$ cat config.mk
export PLATFORM = sky130hd
export DESIGN_NAME = gpio_bank_array
export DESIGN_NICKNAME = d
export VERILOG_FILES = /design/src/rtl/gpio_bank_pkg.sv /design/src/rtl/gpio_bank_regs.sv /design/src/rtl/gpio_bank_array.sv
export SDC_FILE = /design/constraint.sdc
export NUM_CORES = 1
export LEC_CHECK = 0
export CAP_MARGIN = 30
export CORE_AREA = 4 4 151 124
export DETAILED_ROUTE_END_ITERATION = 7
export DIE_AREA = 0 0 155 128
export PLACE_DENSITY = 0.71
export SLEW_MARGIN = 20
export SYNTH_ARGS = -nofsm -noshare
export SYNTH_HDL_FRONTEND = slang
export SYNTH_HIERARCHICAL = 1
export SYNTH_SLANG_ARGS = --single-unit
$ cat constraint.sdc
create_clock -name pclk -period 6.4 [get_ports pclk]
set_input_delay 1.28 -clock pclk [delete_from_list [all_inputs] [get_ports pclk]]
set_output_delay 1.28 -clock pclk [all_outputs]
set_load 0.005 [all_outputs]
$ cat src/rtl/gpio_bank_pkg.sv
// gpio_bank_pkg
// Shared definitions for the GPIO bank array: register offsets within a bank,
// the interrupt-type encoding and an address-width helper.
// No ports (package).

package gpio_bank_pkg;

    // Register offsets within one bank (paddr[2:0]).
    typedef enum logic [2:0] {
        REG_DIR   = 3'd0,
        REG_OUT   = 3'd1,
        REG_PU    = 3'd2,
        REG_PD    = 3'd3,
        REG_IN    = 3'd4,
        REG_IEN   = 3'd5,
        REG_ITYPE = 3'd6,
        REG_ISTAT = 3'd7
    } reg_off_e;

    // Per-pin interrupt type held in ITYPE.
    typedef enum logic {
        ITYPE_RISE = 1'b0,
        ITYPE_FALL = 1'b1
    } itype_e;

    // Smallest paddr width able to address every bank: 3 offset bits plus the
    // bank index bits.
    function automatic int min_addr_width(input int bank_num);
        return 3 + $clog2(bank_num);
    endfunction

endpackage

$ cat src/rtl/gpio_bank_regs.sv
// gpio_bank_regs
// One GPIO bank: eight registers, per-pin input synchroniser, edge detection,
// sticky W1C interrupt status and a registered bank interrupt.
// Ports:
//   clk, rst       clock, asynchronous active-high reset
//   sel            this bank is addressed
//   wr             APB write commit strobe (access phase of a write)
//   off            register offset
//   wdata          write data
//   y              raw pad inputs (asynchronous)
//   rdata          combinational read value of the addressed register
//   oe, a, pu, pd  pad controls
//   irq_bank       registered |(ISTAT & IEN)

module gpio_bank_regs
    import gpio_bank_pkg::*;
#(
    parameter int DATA_WIDTH = 8
) (
    input  logic                  clk,
    input  logic                  rst,
    input  logic                  sel,
    input  logic                  wr,
    input  logic [2:0]            off,
    input  logic [DATA_WIDTH-1:0] wdata,
    input  logic [DATA_WIDTH-1:0] y,
    output logic [DATA_WIDTH-1:0] rdata,
    output logic [DATA_WIDTH-1:0] oe,
    output logic [DATA_WIDTH-1:0] a,
    output logic [DATA_WIDTH-1:0] pu,
    output logic [DATA_WIDTH-1:0] pd,
    output logic                  irq_bank
);

    logic [DATA_WIDTH-1:0] dir_r, out_r, pu_r, pd_r, ien_r, itype_r, istat_r;
    logic [DATA_WIDTH-1:0] sync1_r, sync2_r, prev_r, pd_drv_r;
    logic                  irq_r;

    logic [DATA_WIDTH-1:0] dir_nxt_s, out_nxt_s, pu_nxt_s, pd_nxt_s;
    logic [DATA_WIDTH-1:0] ien_nxt_s, itype_nxt_s, clr_s, edge_s, istat_nxt_s;
    reg_off_e              off_s;

    assign off_s = reg_off_e'(off);

    // Write decode: next values of the RW registers and the ISTAT clear mask.
    always_comb begin
        dir_nxt_s   = dir_r;
        out_nxt_s   = out_r;
        pu_nxt_s    = pu_r;
        pd_nxt_s    = pd_r;
        ien_nxt_s   = ien_r;
        itype_nxt_s = itype_r;
        clr_s       = '0;
        if (sel && wr) begin
            case (off_s)
                REG_DIR:   dir_nxt_s   = wdata;
                REG_OUT:   out_nxt_s   = wdata;
                REG_PU:    pu_nxt_s    = wdata;
                REG_PD:    pd_nxt_s    = wdata;
                REG_IN:    clr_s       = '0;   // read-only, write silently dropped
                REG_IEN:   ien_nxt_s   = wdata;
                REG_ITYPE: itype_nxt_s = wdata;
                REG_ISTAT: clr_s       = wdata;
                default:   clr_s       = '0;
            endcase
        end else begin
            clr_s = '0;
        end
    end

    // Edge detect on synchronised input vs. its previous sample; a new edge
    // overrides a same-cycle W1C clear.
    always_comb begin
        edge_s = '0;
        for (int i = 0; i < DATA_WIDTH; i++) begin
            if (itype_e'(itype_r[i]) == ITYPE_FALL) begin
                edge_s[i] = ~sync2_r[i] & prev_r[i];
            end else begin
                edge_s[i] = sync2_r[i] & ~prev_r[i];
            end
        end
        istat_nxt_s = (istat_r & ~clr_s) | edge_s;
    end

    // Read mux for the addressed register.
    always_comb begin
        rdata = '0;
        case (off_s)
            REG_DIR:   rdata = dir_r;
            REG_OUT:   rdata = out_r;
            REG_PU:    rdata = pu_r;
            REG_PD:    rdata = pd_r;
            REG_IN:    rdata = sync2_r;
            REG_IEN:   rdata = ien_r;
            REG_ITYPE: rdata = itype_r;
            REG_ISTAT: rdata = istat_r;
            default:   rdata = '0;
        endcase
    end

    // Configuration registers; pd drive is masked by pu so pull-up wins.
    always_ff @(posedge clk or posedge rst) begin
        if (rst) begin
            dir_r    <= '0;
            out_r    <= '0;
            pu_r     <= '0;
            pd_r     <= '0;
            ien_r    <= '0;
            itype_r  <= '0;
            pd_drv_r <= '0;
        end else begin
            dir_r    <= dir_nxt_s;
            out_r    <= out_nxt_s;
            pu_r     <= pu_nxt_s;
            pd_r     <= pd_nxt_s;
            ien_r    <= ien_nxt_s;
            itype_r  <= itype_nxt_s;
            pd_drv_r <= pd_nxt_s & ~pu_nxt_s;
        end
    end

    // Two-flop synchroniser plus the previous-sample flop for edge detection.
    always_ff @(posedge clk or posedge rst) begin
        if (rst) begin
            sync1_r <= '0;
            sync2_r <= '0;
            prev_r  <= '0;
        end else begin
            sync1_r <= y;
            sync2_r <= sync1_r;
            prev_r  <= sync2_r;
        end
    end

    // Sticky interrupt status and the bank interrupt one edge behind it.
    always_ff @(posedge clk or posedge rst) begin
        if (rst) begin
            istat_r <= '0;
            irq_r   <= 1'b0;
        end else begin
            istat_r <= istat_nxt_s;
            irq_r   <= |(istat_r & ien_r);
        end
    end

    assign oe       = dir_r;
    assign a        = out_r;
    assign pu       = pu_r;
    assign pd       = pd_drv_r;
    assign irq_bank = irq_r;

endmodule

$ cat src/rtl/gpio_bank_array.sv
// gpio_bank_array
// APB slave serving BANK_NUM identical 8-register GPIO banks.
// Ports:
//   pclk, preset          clock, asynchronous active-high reset
//   psel, penable, pwrite APB control
//   paddr                 [2:0] register offset, upper bits bank index
//   pwdata / prdata       APB data (prdata registered at the setup edge)
//   pready, pslverr       zero-wait-state completion, out-of-range bank error
//   y                     pad inputs (asynchronous)
//   oe, a, pu, pd         pad controls, bank b at [b*DATA_WIDTH +: DATA_WIDTH]
//   irq_bank, irq         per-bank interrupts and their OR
// The package helper min_addr_width() gives the smallest legal ADDR_WIDTH.

module gpio_bank_array
    import gpio_bank_pkg::*;
#(
    parameter int BANK_NUM   = 2,
    parameter int DATA_WIDTH = 8,
    parameter int ADDR_WIDTH = 7
) (
    input  logic                           pclk,
    input  logic                           preset,
    input  logic                           psel,
    input  logic                           penable,
    input  logic                           pwrite,
    input  logic [ADDR_WIDTH-1:0]          paddr,
    input  logic [DATA_WIDTH-1:0]          pwdata,
    output logic [DATA_WIDTH-1:0]          prdata,
    output logic                           pready,
    output logic                           pslverr,
    input  logic [BANK_NUM*DATA_WIDTH-1:0] y,
    output logic [BANK_NUM*DATA_WIDTH-1:0] oe,
    output logic [BANK_NUM*DATA_WIDTH-1:0] a,
    output logic [BANK_NUM*DATA_WIDTH-1:0] pu,
    output logic [BANK_NUM*DATA_WIDTH-1:0] pd,
    output logic [BANK_NUM-1:0]            irq_bank,
    output logic                           irq
);

    localparam int IDX_W = ADDR_WIDTH - 3;

    logic [IDX_W-1:0]      bank_idx_s;
    logic [2:0]            off_s;
    logic                  bank_ok_s, setup_s, setup_rd_s, wr_s;
    logic [BANK_NUM-1:0]   bank_sel_s;
    logic [DATA_WIDTH-1:0] bank_rdata_s [BANK_NUM];
    logic [DATA_WIDTH-1:0] rd_mux_s, prdata_r;
    logic                  pslverr_r;

    assign bank_idx_s = paddr[ADDR_WIDTH-1:3];
    assign off_s      = paddr[2:0];

    // Bank decode, APB phase strobes and read mux.
    always_comb begin
        bank_ok_s  = (32'(bank_idx_s) < 32'(BANK_NUM));
        setup_s    = psel & ~penable;
        setup_rd_s = setup_s & ~pwrite;
        wr_s       = psel & penable & pwrite;
        bank_sel_s = '0;
        rd_mux_s   = '0;
        for (int b = 0; b < BANK_NUM; b++) begin
            bank_sel_s[b] = (bank_idx_s == IDX_W'(b));
            rd_mux_s      = rd_mux_s | (bank_sel_s[b] ? bank_rdata_s[b] : '0);
        end
    end

    // Read data and error captured at the setup edge; both fall back to 0 on
    // any other edge so they are only non-zero during the access phase.
    always_ff @(posedge pclk or posedge preset) begin
        if (preset) begin
            prdata_r  <= '0;
            pslverr_r <= 1'b0;
        end else begin
            prdata_r  <= (setup_rd_s && bank_ok_s) ? rd_mux_s : '0;
            pslverr_r <= setup_s & ~bank_ok_s;
        end
    end

    for (genvar b = 0; b < BANK_NUM; b++) begin : g_bank
        gpio_bank_regs #(
            .DATA_WIDTH (DATA_WIDTH)
        ) u_bank (
            .clk      (pclk),
            .rst      (preset),
            .sel      (bank_sel_s[b]),
            .wr       (wr_s),
            .off      (off_s),
            .wdata    (pwdata),
            .y        (y[b*DATA_WIDTH +: DATA_WIDTH]),
            .rdata    (bank_rdata_s[b]),
            .oe       (oe[b*DATA_WIDTH +: DATA_WIDTH]),
            .a        (a[b*DATA_WIDTH +: DATA_WIDTH]),
            .pu       (pu[b*DATA_WIDTH +: DATA_WIDTH]),
            .pd       (pd[b*DATA_WIDTH +: DATA_WIDTH]),
            .irq_bank (irq_bank[b])
        );
    end

    assign prdata  = prdata_r;
    assign pslverr = pslverr_r;
    assign pready  = psel & penable;
    assign irq     = |irq_bank;

endmodule

[Word-level counts from Yosys, hierarchy flattened]
Index checks and enable logic that the tools add are counted.
Word-level totals
  register bits: 187
  bits in latches: 0
  bits in writable memories: 0
  memory bits (read-only): 0
  bits of input ports: 36
  output and inout bits: 77
  word-level logic and storage cells: 168
  memories: 0
Operators by class
  $add $sub $neg: 0
  $mul: 0
  div/mod/pow operators: 0
  magnitude comparators: 1
  equality and inequality tests: 8
  shift operators: 0
  mux-type cells: 32
  bitwise logic cells: 85
  reductions and logical operators: 16
Operators by type and width (number)
  8-bit one-hot mux with 8 select lines: 2
  8-bit two-way mux: 14
  8-bit bitwise AND: 6
  1-bit bitwise AND: 37
  1-bit inverter: 35
  8-bit inverter: 4
  8-bit bitwise OR: 3
  1-bit two-way mux: 16
  2-bit AND reduction: 8
  8-bit OR reduction: 2
  3-bit == test (second input constant): 4
  3-bit by 2-bit == test with 1-bit output (second input constant): 2
  4-bit by 1-bit == test with 1-bit output (second input constant): 1
  4-bit zero test: 1
  4-bit by 2-bit < comparator with 1-bit output (second input constant): 1
  3-bit by 1-bit == test with 1-bit output (second input constant): 1
  1-bit logical AND: 3
  3-bit zero test: 1
  2-bit OR reduction: 1

[Longest topological paths before layout]
  depth in word-level cells: 7
  mapped depth: 8
  mapped depth without buffers: 5

[By module]
Netlist, hierarchy kept.
By module, submodules not included
  gpio_bank_regs (g_bank[1].u_bank): instances 1, cells each 289, area an instance 3947.5 um^2, seq. area each 2227.1 um^2
  gpio_bank_regs (g_bank[0].u_bank): instances 1, cells each 289, area an instance 3921.3 um^2, seq. area each 2227.1 um^2
  gpio_bank_array: instances 1, cells each 38, area an instance 479.2 um^2, seq. area each 225.2 um^2

[Worst setup path before layout]
Ideal clock, no wire load.
  path type: input to register
  start point: input paddr[6]
  end point: register g_bank[1].u_bank.ien_r[0]
  setup time: 125 ps
  data arrival time: 2783 ps
  data required time: 6275 ps
  path slack: 3493 ps
  stages on the path: 6
  buffers on the path: 1
  cell sequence: or3_4 buf_6 nor2_1 nand3_2 nor3_4 mux2_2
Between the ends
  word-level cells in the longest chain between the ends: 3
Ends and longest elaborated chain
  start, declared: RTL line gpio_bank_array.sv:26  | input logic [ADDR_WIDTH-1:0] paddr,
  4-bit by 1-bit == test with 1-bit output: RTL line gpio_bank_array.sv:62  | bank_sel_s[b] = (bank_idx_s == IDX_W'(b));
  net bank_sel_s[1]: RTL line gpio_bank_array.sv:45  | logic [BANK_NUM-1:0] bank_sel_s;
  1-bit logical AND: RTL line gpio_bank_regs.sv:54  | if (sel && wr) begin
  2-bit AND reduction (no source line)
  end signal, assigned: RTL line gpio_bank_regs.sv:116  | ien_r <= ien_nxt_s;
  end, declared: RTL line gpio_bank_regs.sv:35  | logic [DATA_WIDTH-1:0] dir_r, out_r, pu_r, pd_r, ien_r, itype_r, istat_r;
The timed path passes the listed nets, and every way through them passes these cells.
A chain may end at the register's enable or synchronous reset.

[Worst setup path after layout]
  start point: input penable
  end point: output pready
Between the ends
  word-level cells in the longest chain between the ends: 1
Ends and longest elaborated chain
  start, declared: RTL line gpio_bank_array.sv:24  | input logic penable,
  1-bit bitwise AND: RTL line gpio_bank_array.sv:101  | assign pready = psel & penable;
  end, declared: RTL line gpio_bank_array.sv:29  | output logic pready,
Every way passes these cells.

==> flow_summary.yaml <==
sta:
  worst_slew_pin_slew_ns: 0.775
  finalSetupTns_ns: 0
  finalHoldViolCount: 0
  setup_viol: 0
  slew_headroom_pct: 48.2
  fin_crit_ns: 3.71
  clock_skew_ns: 0.00556
  min_period_over_period_pct: 57.9
  setup_ws_ns: 2.69
  rsz0062_at_grt: "no"
  finalMaxSlewViolations: 0
  fmax_mhz: 270
final_layout:
  finalInstanceArea_sq_um: 10000
  nNetsFinal: 759
  final_cells: 959
  nFillCells: 1334
  drive_gt1_share_pct: 19.5
  multiInputGateArea_sq_um: 3330
  diodes: 0
  area_delta_synth_final_pct: 20.1
  regArea_sq_um: 4680
setup_path:
  cp_common_cell: "clkdlybuf4s50_1"
  critPathBufInv: 2
  path_delay_family: "buffers and inverters"
  crit_type: "in2out"
  slowest_stage: "clkdlybuf4s50_1"
  crit_chain: "clkdlybuf4s50_1 > and2_2 > clkdlybuf4s50_1"
  critPathRequiredTime_ns: 5.12
  end_kind: "output port"
  critical_path.max_fanout: 4
  critical_path.startpoint_type: "primary input"
  cpPeakStageDelay_ns: 0.51
  worstPathArrival_ns: 2.43
place:
  postPlaceCellArea_sq_um: 9480
  place.gp.congestion: 0.890
  portBuffers: 112
  dp_hpwl_um: 14500
  placed_cells: 929
  pre_cts_ws_ns: 2.47
detailed_routing:
  dr.pass1.iters: 5
  wl_um: 21400
  wl_per_cell_um: 22.3
  antenna_left: 0
  drc_errors: 0
  detailedRoute.firstIterationViolations: 701
  vias_per_cell: 6.02
  vias: 5776
die:
  die_y_um: 128
  core_area_sq_um: 17200
  dieArea_sq_um: 19800
  io-pin-count: 113
  fp-row-count: 43
  die_w_um: 155
  start_util_pct: 48.6
synthesis:
  synth-seq-cells: 187
  synthAdderAreaFrac_pct: 0
  synth_xor_area_share_pct: 0
  syn_nets: 652
  yosysSeqAreaShare_pct: 56.1
  synthFlopType: "dfrtp_1"
  synth_mux_area_share_pct: 17.6
  avgSynthCellArea_sq_um: 13.6
  synth_cell_type_count: 53
  synth_warnings: 6
  synthesis.area_sq_um: 8350
  synth_compound_area_share_pct: 8.74
  synthCells: 616
  synth-simple-area-share_pct: 13.5
  synth_edf_count: 0
  synth_top_family_by_area: "multiplexers"
  ys_async_sr_fraction_pct: 100
run:
  cap_violations: 0
clock_network:
  cts_root_buf: "clkbuf_16"
  ctsResizeCount: 0
  cts_sinks: 187
  numCtsBuffers: 17
  clock_path_buffers: 2
  post_cts_buffers: 0
  cts_hold_buf: 0
  clkLatencyLatePin_ns: 0.43
  clk_pin_slew_ns: 0.06
  cts.htree.levels: 4
  cts_tree: "done"
global_routing:
  grt.overflow.total: 0
  grt_pass1_vias: 5911
  grt_usage_pct: 22.1
  antenna_found_initial: 0
  grt_max_degree: 59
  grt_pass1_wl_um: 33600
worst_hold_path:
  hold_class: "reg2reg"
status:
  status: "completed"
pwr:
  ir_drop_v: 0.000191
  p_leak_nw: 4.69
  p_per_area_nw_per_um2: 245
## final timing paths
check	end	slack, ns	cells after the start	startpoint
min in group asynchronous	prdata[3]	1.27	2	preset
setup reg to reg	prdata[7]	4.87	5	g_bank[1].u_bank/istat_r[7]
hold reg to reg	g_bank[0].u_bank/sync2_r[5]	0.35	0	g_bank[0].u_bank/sync1_r[5]
hold / removal	g_bank[0].u_bank/sync2_r[5]	0.35	0	g_bank[0].u_bank/sync1_r[5]
max in group asynchronous	g_bank[0].u_bank/pu[5]	3.96	3	preset
setup / recovery	pready	2.69	3	penable
## report_power, final
part | internal, W | switching (W) | total [W]
combinational | 0.0000996 | 0.000110 | 0.000210
clock | 0.000568 | 0.000428 | 0.000996
sequential | 0.00122 | 0.0000297 | 0.00125
total | 0.00189 | 0.000568 | 0.00245
## layer usage
| metal | wire [um] | part of all wire [%] | track usage, % | vias up |
|---|---|---|---|---|
| met5 | 0 | 0 | 0 | - |
| met4 | 388 | 1.8 | 7.37 | 0 |
| met3 | 1500 | 7.0 | 5.03 | 36 |
| met1 | 9630 | 45 | 31.9 | 2982 |
| met2 | 9870 | 46 | 33.4 | 254 |
| li1 | - | - | - | 2504 |
## through the flow
stage	utilization, %	power (W)	hold slack, ns
after floorplan	-	0.00138	0.331
after global placement	55.2	0.00147	0.333
after detailed placement	55.2	0.00148	0.335
after CTS	58.4	0.00247	0.349
after global routing	58.4	0.00254	0.355
final	58.4	0.00245	0.348
## registers in the layout, indices dropped and copies added, names as in the netlist
register                count
g_bank.u_bank/irq_bank      2
pslverr                     1
prdata                      8
g_bank.u_bank/itype_r      16
g_bank.u_bank/istat_r      16
g_bank.u_bank/pd           16
g_bank.u_bank/sync2_r      16
g_bank.u_bank/sync1_r      16
g_bank.u_bank/pu           16
g_bank.u_bank/ien_r        16
g_bank.u_bank/oe           16
g_bank.u_bank/a            16
g_bank.u_bank/pd_r         16
g_bank.u_bank/prev_r       16
## Yosys cell counts (all sizes together) (10+ instances only)
cell type,count,area [sq um]
dfrtp,187,4680
mux2,66,803
nand2,54,228
nand3,34,200
buf,28,292
mux4,20,483
nor2,20,75.1
o21ai,20,100
and3,19,125
mux2i,18,180
a21o,16,120
a221o,16,160
a221oi,16,146
nor2b,16,100
nor3b,14,105
nor3,10,113
## layout make-up
cell class	instances	share of cell area, %
Sequential cell	187	46.7
Inverter	10	0.400
Timing Repair Buffer	117	11.5
Clock buffer	22	4.43
Clock inverter	8	0.974
Multi-Input combinational cell	390	33.2
Tap cell	225	2.81
## kinds of logic (layout without fill, tap and decap cells)
| kind of cell | count (synthesis) | after routing |
|---|---|---|
| and+or+nand+nor | 190 | 190 |
| DFF | 187 | 187 |
| muxes | 104 | 104 |
| AOI/OAI and AO/OA | 96 | 96 |
| buffers and inverters | 39 | 157 |
## cell usage in the layout (no fill, tap or decap), types with 6 or more instances in the layout
cell / n
a221o_1: 16
mux2_4: 16
clkdlybuf4s50_1: 111
nand2_1: 48
nor2_1: 20
nand3_2: 6
a22oi_1: 8
nor2b_1: 16
nor3_2: 8
and3_1: 17
mux4_1: 8
mux4_2: 11
clkbuf_16: 17
nor3b_1: 14
o21ai_0: 20
inv_1: 6
a21oi_1: 6
nand3_1: 28
a221oi_1: 15
dfrtp_1: 187
a21o_1: 16
mux2i_1: 18
mux2_2: 50
## worst register-to-register path, cell delays in order, from the launching register on
cell and delay (ns):
dfrtp_1 0.39, mux4_4 0.60, nand2_1 0.09, a21oi_1 0.09
mux2i_1 0.19, nor3_2 0.05
Note: power is estimated with default switching activity, not from simulation.
